`src/rtl/prim_assembler.sv`:
```
// rtl/prim_assembler.sv - triangle assembler with buffered output queue
//
// Accepts vertex-state register writes, assembles LIST/STRIP/FAN triangles
// and queues them for the rasterizer.
// Ports:
//   clk, rst_n                  clock, asynchronous active-low reset
//   cmd_valid/cmd_ready         register write handshake (cmd_addr, cmd_wdata)
//   tri_valid/tri_ready         triangle handshake, head of output queue
//   tri_x/tri_y/tri_z/tri_color packed {v2,v1,v0} vertex attributes
//   tri_inv_area                1/area of the head triangle (0.16 fixed)
//   prim_mode, vtx_count        current topology and pending vertex count
//   queue_level, tri_emitted    queued triangles, total triangles pushed
module prim_assembler #(
  parameter int XY_W      = 16,
  parameter int Z_W       = 25,
  parameter int COLOR_W   = 32,
  parameter int OUT_DEPTH = 4
) (
  input  logic                         clk,
  input  logic                         rst_n,
  input  logic                         cmd_valid,
  output logic                         cmd_ready,
  input  logic [6:0]                   cmd_addr,
  input  logic [63:0]                  cmd_wdata,
  output logic                         tri_valid,
  input  logic                         tri_ready,
  output logic [3*XY_W-1:0]            tri_x,
  output logic [3*XY_W-1:0]            tri_y,
  output logic [3*Z_W-1:0]             tri_z,
  output logic [3*COLOR_W-1:0]         tri_color,
  output logic [15:0]                  tri_inv_area,
  output logic [1:0]                   prim_mode,
  output logic [1:0]                   vtx_count,
  output logic [$clog2(OUT_DEPTH):0]   queue_level,
  output logic [31:0]                  tri_emitted
);

  localparam int PW = $clog2(OUT_DEPTH);
  localparam int LW = PW + 1;
  // Vertex bundle layout: {color, z, y, x}
  localparam int VW = 2*XY_W + Z_W + COLOR_W;
  localparam logic [LW-1:0] FULL = LW'(OUT_DEPTH);

  localparam logic [6:0] A_COLOR   = 7'h00;
  localparam logic [6:0] A_VERTEX  = 7'h02;
  localparam logic [6:0] A_INVAREA = 7'h03;
  localparam logic [6:0] A_MODE    = 7'h0C;
  localparam logic [6:0] A_RESTART = 7'h0D;

  logic [1:0]         prim_mode_q;
  logic [1:0]         vtx_count_q, vtx_count_d;
  logic               parity_q, parity_d;
  logic [VW-1:0]      a_q, a_d, b_q, b_d;
  logic [COLOR_W-1:0] color_q;
  logic [15:0]        inv_q;
  logic [PW-1:0]      wr_ptr_q, rd_ptr_q;
  logic [LW-1:0]      level_q;
  logic [31:0]        emitted_q;

  logic [3*XY_W-1:0]    qx_q   [OUT_DEPTH];
  logic [3*XY_W-1:0]    qy_q   [OUT_DEPTH];
  logic [3*Z_W-1:0]     qz_q   [OUT_DEPTH];
  logic [3*COLOR_W-1:0] qc_q   [OUT_DEPTH];
  logic [15:0]          qinv_q [OUT_DEPTH];

  logic          wr_en, is_vtx, restart, emit, pop;
  logic [VW-1:0] new_vtx, v0, v1, v2;
  logic          unused_wdata;

  assign unused_wdata = ^cmd_wdata;

  assign wr_en   = cmd_valid && cmd_ready;
  assign is_vtx  = wr_en && (cmd_addr == A_VERTEX);
  assign restart = wr_en && ((cmd_addr == A_MODE) || (cmd_addr == A_RESTART));
  assign new_vtx = {color_q, cmd_wdata[32 +: Z_W], cmd_wdata[16 +: XY_W], cmd_wdata[XY_W-1:0]};
  assign pop     = tri_valid && tri_ready;

  // Slot update and emit selection for the incoming vertex
  always_comb begin
    vtx_count_d = vtx_count_q;
    parity_d    = parity_q;
    a_d         = a_q;
    b_d         = b_q;
    emit        = 1'b0;
    v0          = a_q;
    v1          = b_q;
    v2          = new_vtx;
    if (restart) begin
      vtx_count_d = 2'd0;
      parity_d    = 1'b0;
    end else if (is_vtx) begin
      case (vtx_count_q)
        2'd0: begin
          a_d         = new_vtx;
          vtx_count_d = 2'd1;
        end
        2'd1: begin
          b_d         = new_vtx;
          vtx_count_d = 2'd2;
        end
        default: begin
          emit = 1'b1;
          case (prim_mode_q)
            2'd1: begin
              // Odd strip triangles swap the first two vertices to keep winding
              if (parity_q) begin
                v0 = b_q;
                v1 = a_q;
              end
              a_d      = b_q;
              b_d      = new_vtx;
              parity_d = ~parity_q;
            end
            2'd2: b_d = new_vtx;
            default: vtx_count_d = 2'd0;
          endcase
        end
      endcase
    end
  end

  always_ff @(posedge clk or negedge rst_n) begin
    if (!rst_n) begin
      prim_mode_q <= 2'd0;
      vtx_count_q <= 2'd0;
      parity_q    <= 1'b0;
      a_q         <= '0;
      b_q         <= '0;
      color_q     <= '1;
      inv_q       <= 16'hFFFF;
      wr_ptr_q    <= '0;
      rd_ptr_q    <= '0;
      level_q     <= '0;
      emitted_q   <= '0;
    end else begin
      vtx_count_q <= vtx_count_d;
      parity_q    <= parity_d;
      a_q         <= a_d;
      b_q         <= b_d;
      if (wr_en && cmd_addr == A_COLOR)   color_q     <= cmd_wdata[COLOR_W-1:0];
      if (wr_en && cmd_addr == A_INVAREA) inv_q       <= cmd_wdata[15:0];
      if (wr_en && cmd_addr == A_MODE)    prim_mode_q <= cmd_wdata[1:0];
      if (emit) begin
        wr_ptr_q  <= wr_ptr_q + 1'b1;
        emitted_q <= emitted_q + 32'd1;
      end
      if (pop) rd_ptr_q <= rd_ptr_q + 1'b1;
      case ({emit, pop})
        2'b10:   level_q <= level_q + 1'b1;
        2'b01:   level_q <= level_q - 1'b1;
        default: level_q <= level_q;
      endcase
    end
  end

  always_ff @(posedge clk or negedge rst_n) begin
    if (!rst_n) begin
      for (int i = 0; i < OUT_DEPTH; i++) begin
        qx_q[i]   <= '0;
        qy_q[i]   <= '0;
        qz_q[i]   <= '0;
        qc_q[i]   <= '0;
        qinv_q[i] <= '0;
      end
    end else if (emit) begin
      qx_q[wr_ptr_q]   <= {v2[XY_W-1:0], v1[XY_W-1:0], v0[XY_W-1:0]};
      qy_q[wr_ptr_q]   <= {v2[2*XY_W-1:XY_W], v1[2*XY_W-1:XY_W], v0[2*XY_W-1:XY_W]};
      qz_q[wr_ptr_q]   <= {v2[2*XY_W +: Z_W], v1[2*XY_W +: Z_W], v0[2*XY_W +: Z_W]};
      qc_q[wr_ptr_q]   <= {v2[VW-1 -: COLOR_W], v1[VW-1 -: COLOR_W], v0[VW-1 -: COLOR_W]};
      qinv_q[wr_ptr_q] <= inv_q;
    end
  end

  assign cmd_ready    = (level_q != FULL);
  assign tri_valid    = (level_q != '0);
  assign tri_x        = qx_q[rd_ptr_q];
  assign tri_y        = qy_q[rd_ptr_q];
  assign tri_z        = qz_q[rd_ptr_q];
  assign tri_color    = qc_q[rd_ptr_q];
  assign tri_inv_area = qinv_q[rd_ptr_q];
  assign prim_mode    = prim_mode_q;
  assign vtx_count    = vtx_count_q;
  assign queue_level  = level_q;
  assign tri_emitted  = emitted_q;

endmodule

```
`config.mk`:
```
export PLATFORM = sky130hd
export DESIGN_NAME = prim_assembler
export DESIGN_NICKNAME = d
export VERILOG_FILES = /design/src/rtl/prim_assembler.sv
export SDC_FILE = /design/constraint.sdc
export NUM_CORES = 2
export LEC_CHECK = 0
export BUFFER_PORTS_ARGS = -buffer_cell sky130_fd_sc_hd__buf_2
export CAP_MARGIN = 40
export CORE_MARGIN = 5
export CORE_UTILIZATION = 23
export DETAILED_ROUTE_END_ITERATION = 12
export GPL_TIMING_DRIVEN = 0
export SYNTH_ARGS = -nofsm -noshare
export SYNTH_HDL_FRONTEND = slang
export SYNTH_SLANG_ARGS = --single-unit
export TNS_END_PERCENT = 5
```
`constraint.sdc`:
```
create_clock -name clk -period 6.1 [get_ports clk]
set_clock_uncertainty 0.15 [all_clocks]
set_input_delay 1.83 -clock clk [delete_from_list [all_inputs] [get_ports clk]]
set_output_delay 1.83 -clock clk [all_outputs]
set_load 0.02 [all_outputs]
```
Yosys cells after proc, flatten, opt, wreduce, memory -nomap -nowiden --
Cells that the tools add are included.
Storage, ports and cells: bits in read-only memories 0, bits in writable memories 0, flip-flop bits (word level) 1402, output and inout port bits 324, latch bits 0, memories kept 0, logic and storage cells 134, bits of input ports 75
Operators by class: $add $sub $neg 5, eq/ne operators 12, shift-type cells 0, reductions and logical operators 23, multiply operators 0, divide/modulo/power cells 0, bitwise gates (word level) 6, mux-type cells 54, $lt $le $gt $ge 3
Operator list (count):
- 89-bit two-way mux | 12
- 192-bit bitwise mux | 2
- 384-bit bitwise mux | 1
- 89-bit one-hot mux with 2 select lines | 2
- 300-bit bitwise mux | 1
- 96-bit two-way mux | 3
- 48-bit two-way mux | 5
- 75-bit two-way mux | 3
- 48-bit binary-select mux with 2-bit select | 2
- 96-bit binary-select mux with 2-bit select | 1
- 96-bit demux with 2-bit select | 1
- 75-bit binary-select mux with 2-bit select | 1
- 75-bit demux with 2-bit select | 1
- 48-bit demux with 2-bit select | 1
- 64-bit bitwise mux | 1
- 16-bit two-way mux | 3
- 32-bit by 1-bit adder with 32-bit output (second input constant) | 1
- 16-bit binary-select mux with 2-bit select | 1
- 16-bit demux with 2-bit select | 1
- 7-bit by 2-bit == test with 1-bit output (second input constant) | 2
- 7-bit by 4-bit == test with 1-bit output (second input constant) | 2
- 2-bit nonzero test | 5
- 1-bit logical AND | 8
- 4-bit AND reduction | 2
- other kinds (23) | 41

Depth between registers and ports, before layout --
word-level depth 7, gate-level depth with buffers 10

Least setup slack after synthesis --
Ideal clock, no wire load.
path kind register to output, start register rd_ptr_q[0], end output port tri_color[10], path slack 2.467 ns, cell stages (with the launch flop) 4, arrival time 1.653 ns, path through dfrtp_1 -> clkbuf_1 -> buf_1 -> mux4_2
Between the ends: cells in the longest elaborated chain, start to end 4
RTL lines:
- start, declared | RTL line 56 | logic [PW-1:0] wr_ptr_q, rd_ptr_q;
- start signal, assigned | RTL line 147 | if (pop) rd_ptr_q <= rd_ptr_q + 1'b1;
- 2-bit inverter with 3-bit output (implied by the code) | RTL line 179 | assign tri_color = qc_q[rd_ptr_q];
- 96-bit binary-select mux with 2-bit select | RTL line 179
- 96-bit two-way mux (implied by the code) (2 in series) | RTL line 179
- end, declared | RTL line 30 | output logic [3*COLOR_W-1:0] tri_color,
No other way between the ends. The select of a mux whose other input is x is not followed.

Worst setup path in the final report --
start register rd_ptr_q[0], end output port tri_color[62]
The elaborated chain is that of the path after synthesis.

==> metrics.csv <==
stage,metric,value,unit
run_status,status,completed,
yosys,YS warnings,0,
final_layout,share of layout cells above drive strength 1,32.68,%
placed_design,dpl hpwl,159500,µm
sta,Hold Worst Slack,0.3078,ns
final_layout,layout net count,5333,
sta,Fin. Hold Viols,0,
global_route,grt met2 use,24.39,%
setup_path,most used cell along the critical path,buf_2,
setup_path,Worst EP required,4.12,ns
clock_tree,htree depth,4,
power_and_ir_drop,"IR drop worst, VDD",0.2011,mV
yosys,Post-Synth XOR/XNOR Area,0.5257,%
setup_path,crit path DAT,3.89,ns
yosys,Yosys cell types,44,
yosys,async set-reset flop share out of synthesis,100.0,%
detailed_routing,Routed Antenna Nets,0,
global_route,first-pass GRT wire length,320000,µm
yosys,mux cell area share after synthesis,23.35,%
setup_path,crit end category,output pin,
final_layout,fill count,27310,
sta,Slew @ Worst Pin,0.9673,ns
yosys,cell count after synthesis,4667,
placed_design,gpl congestion,0.8226,
detailed_routing,1st-iter DRT viols,2994,
floorplan,Core Region,267400,µm²
detailed_routing,First-pass DRT Iterations,5,
power_and_ir_drop,share of power burned in registers,43.0,%
clock_tree,clock root buffer,clkbuf_16,
power_and_ir_drop,Int Pwr,16.16,mW
power_and_ir_drop,switching share of power,28.13,%
yosys,synthesized flop and latch total,1402,
final_layout,"most common cell after layout, fill and taps aside",dfrtp_1,
yosys,Adder-Cell Fraction of Synth Area,0.1746,%
yosys,number of synthesized flops with an enable pin,0,
final_layout,most frequent cells in the layout,"dfrtp_1 (1,354), nand2_1 (867), buf_2 (602), a2bb2oi_1 (534), mux2_2 (510)",
detailed_routing,DRT Wirelength,220000,µm
sta,period utilisation layout,96.28,%
final_layout,Finished Layout Cells,8947,
setup_path,crit-path max cell delay,0.69,ns
clock_tree,Clock Sinks,1402,
global_route,gr ovfl total,0,
global_route,GR Util met1,19.27,%
sta,RSZ-0062 raised after global routing,false,
sta,max-slew violations,0,
run,max capacitance violation total,0,
clock_tree,CTS Hold Bufs,0,
final_layout,P&R area growth vs syn,19.93,%
yosys,Synth Area in Compound Gates,8.391,%
clock_tree,setup bufs post-CTS,0,
detailed_routing,wire length per cell,24.59,µm
final_layout,Final Util,27.64,%
floorplan,die width,527.7,µm
final_layout,sequential cell area,35140,µm²
power_and_ir_drop,Sw Pwr,6.325,mW
global_route,vias in the first global route,44310,
yosys,Syn Area/Cell,13.21,µm²
floorplan,row count,190,
global_route,initial antenna violation count,33,
floorplan,Initial Util,23.05,%
setup_path,CP Cell Sequence,"clkbuf_1, clkbuf_2, buf_2, mux4_2, buf_2",
global_route,M3 GR Usage,4.477,%
final_layout,area of the multi-input gates,24760,µm²
placed_design,area post-placement,68760,µm²
floorplan,Die Span Y,527.7,µm
yosys,Simple-Gate Fraction of Synth Area,7.701,%
yosys,Post-Syn Nets,4750,
sta,minimum clock period,5.873,ns
min_path,Hold Crit Class,reg2reg,
power_and_ir_drop,Pleak,36.75,nW
clock_tree,post-cts sizing count,0,
detailed_routing,Vias,41900,
placed_design,DP Cell Count,8651,
sta,setup TNS,0,ns
setup_path,Crit-path slowest cell,clkbuf_2,
yosys,prevailing post-synth register cell,dfrtp_1,
global_route,All-Layer GR Usage,15.54,%
setup_path,worst-path maximum fanout,10,
yosys,post-synthesis instance area,61650,µm²
power_and_ir_drop,Clock power frac,42.1,%
sta,Final setup viols,0,
power_and_ir_drop,pwr/cell area,304.1,nW/µm²
yosys,sequential area share after synthesis,57.01,%
setup_path,critical path class,reg2out,
global_route,largest net degree at the start of global routing,175,
power_and_ir_drop,combinational power share,14.9,%
clock_tree,CTS max path bufs,3,
sta,relative max-transition margin,35.52,%
final_layout,design area,73930,µm²
clock_tree,"Clk Latency, worst-skew pair",0.81,ns
clock_tree,CTS Buf Count,149,
setup_path,Worst setup SP type,register,
placed_design,IO buf count,391,
yosys,largest family of logic cells by synthesized area,multiplexers,
clock_tree,CTS tree,done,
floorplan,IO Pins,399,
clock_tree,clock-pin transition on the worst setup and hold timing paths,0.06,ns
detailed_routing,number of remaining DRC errors,0,
floorplan,die area,278500,µm²
sta,Fmax achieved,0.1703,GHz
detailed_routing,Via-to-Cell Ratio,4.683,
global_route,global routing's busiest layer,met2,
through the flow:
| stage | setup slack (ns) | power (mW) |
|---|---|---|
| after floorplan | 2.467 | 11.75 |
| after global placement | -27.26 | 13.12 |
| after detailed placement | 0.7252 | 13.29 |
| after CTS | 0.02252 | 22.82 |
| after global routing | 0.009980 | 23.38 |
| final | 0.2269 | 22.48 |
layout make-up:
type	instances	share of cell area, %
antenna	22	0.07446
buffer	361	2.344
clock buffer	219	5.847
clock inverter	55	1.080
inverter	9	0.04569
multi-input combinational	2895	33.49
sequential	1402	47.54
tap	3552	6.011
timing repair buffer	432	3.576
path summary, 6_finish.rpt:
kind / from / end / slack (ns) / cells past startpoint
worst max-delay path: rd_ptr_q[0] / tri_color[62] / 0.23 / 5
worst min-delay path: qc_q[76] / qc_q[76] / 0.31 / 2
worst max register to register: queue_level[0] / qz_q[56] / 2.98 / 9
worst min register to register: qc_q[76] / qc_q[76] / 0.31 / 2
max in group asynchronous: rst_n / qx_q[83] / 1.60 / 5
min in group asynchronous: rst_n / qz_q[207] / 0.76 / 1
critical path: cells and delay by family (launching register included):
family | cells | cell delay [ns]
DFF | 1 | 0.33
muxes | 1 | 0.68
buffers and inverters | 4 | 2.06
power by group through the flow:
stage / Clock (mW) / Combinational, mW / Sequential, mW
5_1_grt: 10.1 / 3.62 / 9.69
6_report: 9.46 / 3.35 / 9.67
3_5_place_dp: 0 / 3.46 / 9.84
2_1_floorplan: 0 / 1.97 / 9.78
3_3_place_gp: 0 / 3.28 / 9.84
4_1_cts: 9.68 / 3.47 / 9.67
logic make-up (layout without fill, tap and decap cells):
group	count (synthesis)	count (layout)
adders and majority gates	8	8
other	0	22
DFF	1402	1402
muxes	1005	1005
and+or+nand+nor	1214	1214
buffers and inverters	370	1076
AOI/OAI and AO/OA	631	631
xor gates and xnor gates	37	37
synth_stat cells, drive strengths merged (14+ instances only):
cell / instances / area (µm²)
mux2: 632 / 7117
dfstp: 48 / 1261
buf: 246 / 1294
nand2: 868 / 3261
nand4: 14 / 93.84
mux4: 283 / 6374
dfrtp: 1354 / 33880
a21oi: 93 / 465.5
mux2i: 90 / 900.9
clkbuf: 115 / 431.7
nor2: 285 / 1075
a2bb2oi: 534 / 4677
nand3: 17 / 85.08
xnor2: 29 / 254.0
routing by layer:
layer  vias up  share of wire [%]
met5         -              0.012
met4         4                6.0
met3       353                7.5
met2      1263                 46
met1     22310                 41
li1      17980                  -
state kept, by name, summed over array words and instances, names as in the netlist, 64 cells and up:
name and count:
qinv_q 64, qy_q 192, qz_q 300, qc_q 384, b_q 89, a_q 89
qx_q 192
No activity file was read; power rests on OpenSTA's default activity.
